--- src/rtl/minigpu_pkg.sv ---
// Shared definitions for the triangle batch fetcher: FSM encoding,
// edge-record field layout and vertex-index width.
package minigpu_pkg;

    localparam int IDX_W     = 16;
    localparam int EDGE_OFF0 = 0;
    localparam int EDGE_OFF1 = 16;
    localparam int EDGE_OFF2 = 32;

    typedef enum logic [2:0] {
        IDLE   = 3'd0,
        E_REQ  = 3'd1,
        E_WAIT = 3'd2,
        V_REQ  = 3'd3,
        V_WAIT = 3'd4,
        OUT    = 3'd5,
        DONE   = 3'd6
    } draw_state_e;

    function automatic logic [IDX_W-1:0] edge_field(input logic [3*IDX_W-1:0] rec,
                                                    input logic [1:0]         k);
        case (k)
            2'd1:    return rec[EDGE_OFF1 +: IDX_W];
            2'd2:    return rec[EDGE_OFF2 +: IDX_W];
            default: return rec[EDGE_OFF0 +: IDX_W];
        endcase
    endfunction

    function automatic logic is_degenerate(input logic [3*IDX_W-1:0] rec);
        logic [IDX_W-1:0] a, b, c;
        a = rec[EDGE_OFF0 +: IDX_W];
        b = rec[EDGE_OFF1 +: IDX_W];
        c = rec[EDGE_OFF2 +: IDX_W];
        return (a == b) || (b == c) || (a == c);
    endfunction

endpackage

--- src/rtl/cmd_draw_tri_batch_if.sv ---
// Command, RAM-port and triangle-output signals of the batch fetcher.
// master = the fetcher itself, slave = command source / RAMs / consumer.
interface cmd_draw_tri_batch_if #(
    parameter int DEPTH     = 1024,
    parameter int DW_VERTEX = 64,
    parameter int DW_EDGE   = 48,
    parameter int CW        = 8
);
    localparam int AW = $clog2(DEPTH);

    logic                 draw_req_pulse;
    logic [15:0]          edge_addr;
    logic [CW-1:0]        tri_count;
    logic [DW_EDGE-1:0]   edge_data;
    logic [DW_VERTEX-1:0] vertex_data;
    logic [AW-1:0]        ADDR_EDGE;
    logic                 RE_EDGE;
    logic [AW-1:0]        ADDR_VERTEX;
    logic                 RE_VERTEX;
    logic                 tri_valid;
    logic                 tri_ready;
    logic [DW_VERTEX-1:0] tri_v0;
    logic [DW_VERTEX-1:0] tri_v1;
    logic [DW_VERTEX-1:0] tri_v2;
    logic [CW-1:0]        tri_idx;
    logic                 BUSY;
    logic                 done_pulse;
    logic                 err_range;

    modport master (
        input  draw_req_pulse, edge_addr, tri_count, edge_data, vertex_data, tri_ready,
        output ADDR_EDGE, RE_EDGE, ADDR_VERTEX, RE_VERTEX, tri_valid,
               tri_v0, tri_v1, tri_v2, tri_idx, BUSY, done_pulse, err_range
    );

    modport slave (
        output draw_req_pulse, edge_addr, tri_count, edge_data, vertex_data, tri_ready,
        input  ADDR_EDGE, RE_EDGE, ADDR_VERTEX, RE_VERTEX, tri_valid,
               tri_v0, tri_v1, tri_v2, tri_idx, BUSY, done_pulse, err_range
    );

endinterface

--- src/rtl/draw_rd_timer.sv ---
// Loadable down-counter timing a RAM read; done_o is high in the cycle the
// read data is due (RD_LAT-th cycle after the load).
module draw_rd_timer #(
    parameter int W = 4
) (
    input  logic         CLK,
    input  logic         rst_n,
    input  logic         load_i,
    input  logic [W-1:0] load_val_i,
    output logic         done_o
);

    logic [W-1:0] cnt_q, cnt_d;

    always_comb begin
        cnt_d = cnt_q;
        if (load_i) begin
            cnt_d = load_val_i;
        end else if (cnt_q != '0) begin
            cnt_d = cnt_q - 1'b1;
        end
    end

    always_ff @(posedge CLK or negedge rst_n) begin
        if (!rst_n) begin
            cnt_q <= '0;
        end else begin
            cnt_q <= cnt_d;
        end
    end

    assign done_o = (cnt_q == W'(1));

endmodule

--- src/rtl/cmd_draw_tri_batch.sv ---
// Triangle batch fetcher: per triangle one edge read then three vertex reads,
// presented on a valid/ready output. Define DRAW_TRI_CULL_EN to skip degenerate records.
module cmd_draw_tri_batch
    import minigpu_pkg::*;
#(
    parameter int DEPTH     = 1024,
    parameter int DW_VERTEX = 64,
    parameter int DW_EDGE   = 48,
    parameter int RD_LAT    = 1,
    parameter int CW        = 8
) (
    input  logic                  CLK,
    input  logic                  rst_n,
    cmd_draw_tri_batch_if.master  bus
);

    localparam int AW = $clog2(DEPTH);
    localparam int TW = 4;

    draw_state_e          state_q, state_d, adv_state;
    logic [IDX_W-1:0]     base_q, base_d;
    logic [CW-1:0]        count_q, count_d;
    logic [CW:0]          i_q, i_d, i_inc;
    logic [1:0]           k_q, k_d;
    logic [DW_EDGE-1:0]   edge_q, edge_d;
    logic [DW_VERTEX-1:0] vtx_q [3];
    logic                 err_q, err_d;

    logic                 vtx_ld, clr, t_done, re_edge, re_vertex, cull;
    logic                 e_in_range, v_in_range;
    logic [IDX_W:0]       e_addr_full;
    logic [IDX_W-1:0]     fld;
    logic [AW-1:0]        addr_edge, addr_vertex;

    // Range checks are done at 17 bits so base+i can never alias into the RAM.
    assign e_addr_full = {1'b0, base_q} + (IDX_W+1)'(i_q);
    assign e_in_range  = e_addr_full < (IDX_W+1)'(DEPTH);
    assign fld         = edge_field(edge_q[3*IDX_W-1:0], k_q);
    assign v_in_range  = {1'b0, fld} < (IDX_W+1)'(DEPTH);
    assign i_inc       = i_q + 1'b1;
    assign adv_state   = (i_inc < {1'b0, count_q}) ? E_REQ : DONE;

`ifdef DRAW_TRI_CULL_EN
    assign cull = is_degenerate(edge_q[3*IDX_W-1:0]);
`else
    assign cull = 1'b0;
`endif

    draw_rd_timer #(.W(TW)) u_timer (
        .CLK        (CLK),
        .rst_n      (rst_n),
        .load_i     (re_edge | re_vertex),
        .load_val_i (TW'(RD_LAT)),
        .done_o     (t_done)
    );

    always_comb begin
        state_d     = state_q;
        base_d      = base_q;
        count_d     = count_q;
        i_d         = i_q;
        k_d         = k_q;
        edge_d      = edge_q;
        err_d       = err_q;
        re_edge     = 1'b0;
        re_vertex   = 1'b0;
        addr_edge   = '0;
        addr_vertex = '0;
        vtx_ld      = 1'b0;
        clr         = 1'b0;
        case (state_q)
            IDLE: begin
                if (bus.draw_req_pulse) begin
                    err_d = 1'b0;
                    if (bus.tri_count == '0) begin
                        state_d = DONE;
                    end else begin
                        base_d  = bus.edge_addr;
                        count_d = bus.tri_count;
                        i_d     = '0;
                        state_d = E_REQ;
                    end
                end
            end
            E_REQ: begin
                if (!e_in_range) begin
                    err_d   = 1'b1;
                    state_d = DONE;
                end else begin
                    re_edge   = 1'b1;
                    addr_edge = e_addr_full[AW-1:0];
                    state_d   = E_WAIT;
                end
            end
            E_WAIT: begin
                if (t_done) begin
                    edge_d  = bus.edge_data;
                    k_d     = 2'd0;
                    state_d = V_REQ;
                end
            end
            V_REQ: begin
                // Culled or out-of-range triangles are dropped without output.
                if (k_q == 2'd0 && cull) begin
                    i_d     = i_inc;
                    state_d = adv_state;
                end else if (!v_in_range) begin
                    err_d   = 1'b1;
                    i_d     = i_inc;
                    state_d = adv_state;
                end else begin
                    re_vertex   = 1'b1;
                    addr_vertex = fld[AW-1:0];
                    state_d     = V_WAIT;
                end
            end
            V_WAIT: begin
                if (t_done) begin
                    vtx_ld = 1'b1;
                    if (k_q == 2'd2) begin
                        state_d = OUT;
                    end else begin
                        k_d     = k_q + 2'd1;
                        state_d = V_REQ;
                    end
                end
            end
            OUT: begin
                if (bus.tri_ready) begin
                    i_d     = i_inc;
                    state_d = adv_state;
                end
            end
            DONE: begin
                clr     = 1'b1;
                base_d  = '0;
                count_d = '0;
                i_d     = '0;
                k_d     = '0;
                edge_d  = '0;
                state_d = IDLE;
            end
            default: state_d = IDLE;
        endcase
    end

    always_ff @(posedge CLK or negedge rst_n) begin
        if (!rst_n) begin
            state_q <= IDLE;
            base_q  <= '0;
            count_q <= '0;
            i_q     <= '0;
            k_q     <= '0;
            edge_q  <= '0;
            err_q   <= 1'b0;
        end else begin
            state_q <= state_d;
            base_q  <= base_d;
            count_q <= count_d;
            i_q     <= i_d;
            k_q     <= k_d;
            edge_q  <= edge_d;
            err_q   <= err_d;
        end
    end

    for (genvar gi = 0; gi < 3; gi++) begin : g_vtx
        always_ff @(posedge CLK or negedge rst_n) begin
            if (!rst_n) begin
                vtx_q[gi] <= '0;
            end else if (clr) begin
                vtx_q[gi] <= '0;
            end else if (vtx_ld && k_q == 2'(gi)) begin
                vtx_q[gi] <= bus.vertex_data;
            end
        end
    end

    assign bus.ADDR_EDGE   = addr_edge;
    assign bus.RE_EDGE     = re_edge;
    assign bus.ADDR_VERTEX = addr_vertex;
    assign bus.RE_VERTEX   = re_vertex;
    assign bus.tri_valid   = (state_q == OUT);
    assign bus.tri_v0      = vtx_q[0];
    assign bus.tri_v1      = vtx_q[1];
    assign bus.tri_v2      = vtx_q[2];
    assign bus.tri_idx     = i_q[CW-1:0];
    assign bus.BUSY        = (state_q != IDLE) && (state_q != DONE);
    assign bus.done_pulse  = (state_q == DONE);
    assign bus.err_range   = err_q;

endmodule

--- src/flat_wrapper.sv ---
// flat-port wrapper written by rule: the top's interface ports become plain ports
module cmd_draw_tri_batch_flat import minigpu_pkg::*;
#(
    parameter int DEPTH     = 1024,
    parameter int DW_VERTEX = 64,
    parameter int DW_EDGE   = 48,
    parameter int RD_LAT    = 1,
    parameter int CW        = 8
)
  (CLK, rst_n, bus_draw_req_pulse, bus_edge_addr, bus_tri_count, bus_edge_data, bus_vertex_data, bus_tri_ready, bus_ADDR_EDGE, bus_RE_EDGE, bus_ADDR_VERTEX, bus_RE_VERTEX, bus_tri_valid, bus_tri_v0, bus_tri_v1, bus_tri_v2, bus_tri_idx, bus_BUSY, bus_done_pulse, bus_err_range);
  cmd_draw_tri_batch_if #(.DEPTH(DEPTH), .DW_VERTEX(DW_VERTEX), .DW_EDGE(DW_EDGE), .CW(CW)) bus_i ();
  input  logic CLK;
  input  logic rst_n;
  input wire logic [$bits(bus_i.draw_req_pulse)-1:0] bus_draw_req_pulse;
  input wire logic [$bits(bus_i.edge_addr)-1:0] bus_edge_addr;
  input wire logic [$bits(bus_i.tri_count)-1:0] bus_tri_count;
  input wire logic [$bits(bus_i.edge_data)-1:0] bus_edge_data;
  input wire logic [$bits(bus_i.vertex_data)-1:0] bus_vertex_data;
  input wire logic [$bits(bus_i.tri_ready)-1:0] bus_tri_ready;
  output wire logic [$bits(bus_i.ADDR_EDGE)-1:0] bus_ADDR_EDGE;
  output wire logic [$bits(bus_i.RE_EDGE)-1:0] bus_RE_EDGE;
  output wire logic [$bits(bus_i.ADDR_VERTEX)-1:0] bus_ADDR_VERTEX;
  output wire logic [$bits(bus_i.RE_VERTEX)-1:0] bus_RE_VERTEX;
  output wire logic [$bits(bus_i.tri_valid)-1:0] bus_tri_valid;
  output wire logic [$bits(bus_i.tri_v0)-1:0] bus_tri_v0;
  output wire logic [$bits(bus_i.tri_v1)-1:0] bus_tri_v1;
  output wire logic [$bits(bus_i.tri_v2)-1:0] bus_tri_v2;
  output wire logic [$bits(bus_i.tri_idx)-1:0] bus_tri_idx;
  output wire logic [$bits(bus_i.BUSY)-1:0] bus_BUSY;
  output wire logic [$bits(bus_i.done_pulse)-1:0] bus_done_pulse;
  output wire logic [$bits(bus_i.err_range)-1:0] bus_err_range;
  assign bus_i.draw_req_pulse = bus_draw_req_pulse;
  assign bus_i.edge_addr = bus_edge_addr;
  assign bus_i.tri_count = bus_tri_count;
  assign bus_i.edge_data = bus_edge_data;
  assign bus_i.vertex_data = bus_vertex_data;
  assign bus_i.tri_ready = bus_tri_ready;
  assign bus_ADDR_EDGE = bus_i.ADDR_EDGE;
  assign bus_RE_EDGE = bus_i.RE_EDGE;
  assign bus_ADDR_VERTEX = bus_i.ADDR_VERTEX;
  assign bus_RE_VERTEX = bus_i.RE_VERTEX;
  assign bus_tri_valid = bus_i.tri_valid;
  assign bus_tri_v0 = bus_i.tri_v0;
  assign bus_tri_v1 = bus_i.tri_v1;
  assign bus_tri_v2 = bus_i.tri_v2;
  assign bus_tri_idx = bus_i.tri_idx;
  assign bus_BUSY = bus_i.BUSY;
  assign bus_done_pulse = bus_i.done_pulse;
  assign bus_err_range = bus_i.err_range;
  cmd_draw_tri_batch #(.DEPTH(DEPTH), .DW_VERTEX(DW_VERTEX), .DW_EDGE(DW_EDGE), .RD_LAT(RD_LAT), .CW(CW)) u_core (.CLK(CLK), .rst_n(rst_n), .bus(bus_i));
endmodule
--- config.mk ---
export PLATFORM = sky130hd
export DESIGN_NAME = cmd_draw_tri_batch_flat
export DESIGN_NICKNAME = d
export VERILOG_FILES = /design/src/rtl/minigpu_pkg.sv /design/src/rtl/cmd_draw_tri_batch_if.sv /design/src/rtl/draw_rd_timer.sv /design/src/rtl/cmd_draw_tri_batch.sv /design/src/flat_wrapper.sv
export SDC_FILE = /design/constraint.sdc
export NUM_CORES = 1
export LEC_CHECK = 0
export CORE_MARGIN = 8
export CORE_UTILIZATION = 45
export CTS_BUF_LIST = sky130_fd_sc_hd__clkbuf_4 sky130_fd_sc_hd__clkbuf_8
export DETAILED_ROUTE_END_ITERATION = 6
export GPL_TIMING_DRIVEN = 0
export PLACE_DENSITY = 0.76
export SYNTH_ARGS = -nofsm -noshare
export SYNTH_HDL_FRONTEND = slang
export SYNTH_SLANG_ARGS = --single-unit
export TNS_END_PERCENT = 1
--- constraint.sdc ---
create_clock -name CLK -period 3.71 [get_ports CLK]
set_clock_uncertainty 0.05 [all_clocks]
set_input_delay 0.742 -clock CLK [delete_from_list [all_inputs] [get_ports CLK]]
set_output_delay 0.742 -clock CLK [all_outputs]
set_load 0.005 [all_outputs]
==> flow_summary.json <==
{
  "antenna_found_initial": 2,
  "slew_viol_final": 0,
  "grt_pass1_wl_um": 67870,
  "crit_arrival_ns": 3.18,
  "cts_buffers": 48,
  "nets": 2064,
  "synthArstFlopShare_pct": 100.0,
  "die-area_um2": 34110,
  "setup_tns_ns": -2.715,
  "syn_inst": 1471,
  "ys_types": 60,
  "rows": 61,
  "critical_path_class": "flop to output pin",
  "netlist_area_um2": 12800,
  "grt_use_total_pct": 25.08,
  "ioPinCount": 366,
  "synth_edf_count": 0,
  "worstPathCellList": "ha_4, inv_2, fa_2, nand2b_4, a2111oi_4, a2111oi_4, mux2i_1, nand4b_1, or2_1, buf_6, buf_16, nor2_4, buf_2",
  "cts.path.max_buffers": 3,
  "vias_per_cell": 5.239,
  "final_area_um2": 18230,
  "clock-root-buffer": "clkbuf_8",
  "p_leak_nw": 7.936,
  "crit_fanout": 5,
  "synth_nets": 1635,
  "synth.most_common_cell": "nand2_1",
  "grt_pass1_vias": 12280,
  "drc_errors": 0,
  "synth_warnings": 0,
  "path_buf_inv": 4,
  "ys_seq_area_share_pct": 55.31,
  "crit_path_end_kind": "output pin",
  "dp.final_hpwl_um": 32660,
  "peakVddDrop_uv": 481.8,
  "wl_per_cell_um": 18.97,
  "hold_viol_final": 0,
  "met3_length_um": 3642,
  "die_height_um": 184.7,
  "ys.flop_type": "dfrtp_1",
  "critical_path.top_delay_family": "simple AND/OR/NAND/NOR gates",
  "setup_slack_ns": -0.2611,
  "multiInputGateArea_um2": 5254,
  "gp_congestion": 0.9028,
  "min_period_ns": 3.971,
  "finalCritPeriodShare_pct": 107.0,
  "top_layer": "met4",
  "area_growth_syn_to_layout_pct": 42.40,
  "clk_latency_ns": 0.56,
  "synth_top_cell_by_area": "dfrtp_1",
  "num_vias": 12120,
  "htreeDepth": 2,
  "crit_top_cell": "a2111oi_4",
  "hold_class": "input pin to asynchronous set/reset pin",
  "grt_overflow": 0,
  "p_per_area_nw_per_um2": 782.1,
  "ys_top_cells_by_count": "552 x nand2_1, 283 x dfrtp_1, 207 x a21oi_1, 96 x o21ai_0, 60 x clkbuf_1",
  "worstMarginPinSlew_ns": 0.7955,
  "synth-seq-cells": 283,
  "final_util_pct": 65.27,
  "cts_hold_buf": 0,
  "cts.sinks": 283,
  "max_stage_delay_ns": 0.40,
  "drt-met1-wl_um": 17480,
  "firstDrtPassIters": 5,
  "violations": "setup timing",
  "yosys.area.top_type_share_pct": 55.31,
  "dpl_cell_area_um2": 16990,
  "die_w_um": 184.7,
  "regArea_um2": 7084,
  "met2_length_um": 20980,
  "port-buffer-count": 365,
  "place_ws_ns": -0.5578,
  "cts_tree": "built",
  "drv_cap": 0,
  "final_antenna_net_count": 0,
  "p_total_mw": 14.26,
  "finalSetupViolations": 14,
  "core_um2": 27930,
  "start_kind": "flop",
  "critPathSlowestCell": "dfrtp_2",
  "initial_core_util_pct": 45.84,
  "synth_area_leaders": "dfrtp_1 55%, nand2_1 16%, a21oi_1 8.1%, o21ai_0 3.8%, ha_1 2.2%",
  "grt_max_degree": 101,
  "outcome": "complete, but fails checks",
  "worst_ep_required_time_ns": 2.92,
  "max_slew_margin_pct": 46.56,
  "n_fill_cell": 2366,
  "rsz0062_at_grt": "true",
  "first_iter_violations": 915,
  "post_synth.cell_area_avg_um2": 8.705,
  "fmax_mhz": 251.8,
  "drive_above_1_share_pct": 10.09,
  "routed_wirelength_um": 43900,
  "path_clk_slew_ns": 0.06
}
[metrics by stage]
stage | hold slack [ns] | instances
after floorplan | 0.3944 | 1471
after global routing | 0.1474 | 2313
after detailed placement | 0.4228 | 2216
after CTS | 0.1371 | 2308
after global placement | 0.4139 | 2214
final | 0.09568 | 2314
[report_power, final]
group          switching (mW)  internal, mW  leakage, nW
clock                    1.29          1.74        0.552
combinational            2.82          3.06         3.59
sequential              0.871          4.48         3.80
[final timing paths]
| kind | start | to | slack, ns | cells past startpoint |
|---|---|---|---|---|
| hold / removal | rst_n | u_core.edge_q[10] | 0.1 | 1 |
| min in group CLK | u_core.count_q[1] | u_core.count_q[1] | 0.43 | 2 |
| setup reg to reg | u_core.i_q[0] | u_core.state_q[1] | 0.55 | 11 |
| setup / recovery | u_core.i_q[0] | bus_ADDR_EDGE[6] | -0.26 | 13 |
| max in group asynchronous | rst_n | u_core.bus.tri_v1[56] | 2.11 | 3 |
| hold reg to reg | u_core.count_q[1] | u_core.count_q[1] | 0.43 | 2 |
[repair_timing]
item,in CTS,in global routing
resized for setup,76,18
pin swaps,15,8
gates cloned,1,0
setup buffers,8,3
setup endpoints to repair,23,23
[cells in the final DEF, fill, tap and decap left out, types with 9 or more instances in the layout]
cell,instances
a21oi_1,207
a211oi_1,11
nand3_1,11
buf_4,19
nand2_1,552
o21ai_0,94
clkbuf_1,55
nor2_1,27
buf_2,36
dfrtp_1,281
clkbuf_8,61
xnor2_1,10
clkdlybuf4s50_1,346
a22oi_1,10
inv_1,22
buf_1,9
ha_1,20
clkbuf_4,13
[flip-flops by register name, indices dropped and copies added (netlist names)]
| register | flops |
|---|---|
| u_core.edge_q | 48 |
| u_core.k_q | 2 |
| u_core.count_q | 8 |
| u_core.bus.err_range | 1 |
| u_core.base_q | 16 |
| u_core.state_q | 3 |
| u_core.bus.tri_v2 | 64 |
| u_core.i_q | 9 |
| u_core.bus.tri_v0 | 64 |
| u_core.u_timer.cnt_q | 4 |
| u_core.bus.tri_v1 | 64 |
[layer usage]
layer / global-route usage (%) / vias to the layer above
li1: - / 5706
met4: 10.02 / 0
met1: 30.79 / 5837
met2: 41.78 / 477
met3: 6.517 / 104
met5: 0 / -
[cell type report]
type / count / area share (%)
multi-input cells: 1057 / 28.81
plain buffers: 106 / 2.765
inverters: 25 / 0.5147
repair buffers: 379 / 20.70
flip-flops and latches: 283 / 38.85
diodes: 3 / 0.04117
clock inverters: 10 / 0.6176
well taps: 378 / 2.594
clock buffers: 73 / 5.098
[cells by family after synthesis]
family | count (synthesis) | synth area share (%)
DFF | 283 | 55.31
muxes | 3 | 0.2540
and+or+nand+nor | 653 | 20.73
buffers and inverters | 131 | 4.485
xor gates and xnor gates | 16 | 1.094
adders and majority gates | 24 | 2.404
AOI/OAI and AO/OA | 361 | 15.72
(Power assumes the default switching activity.)
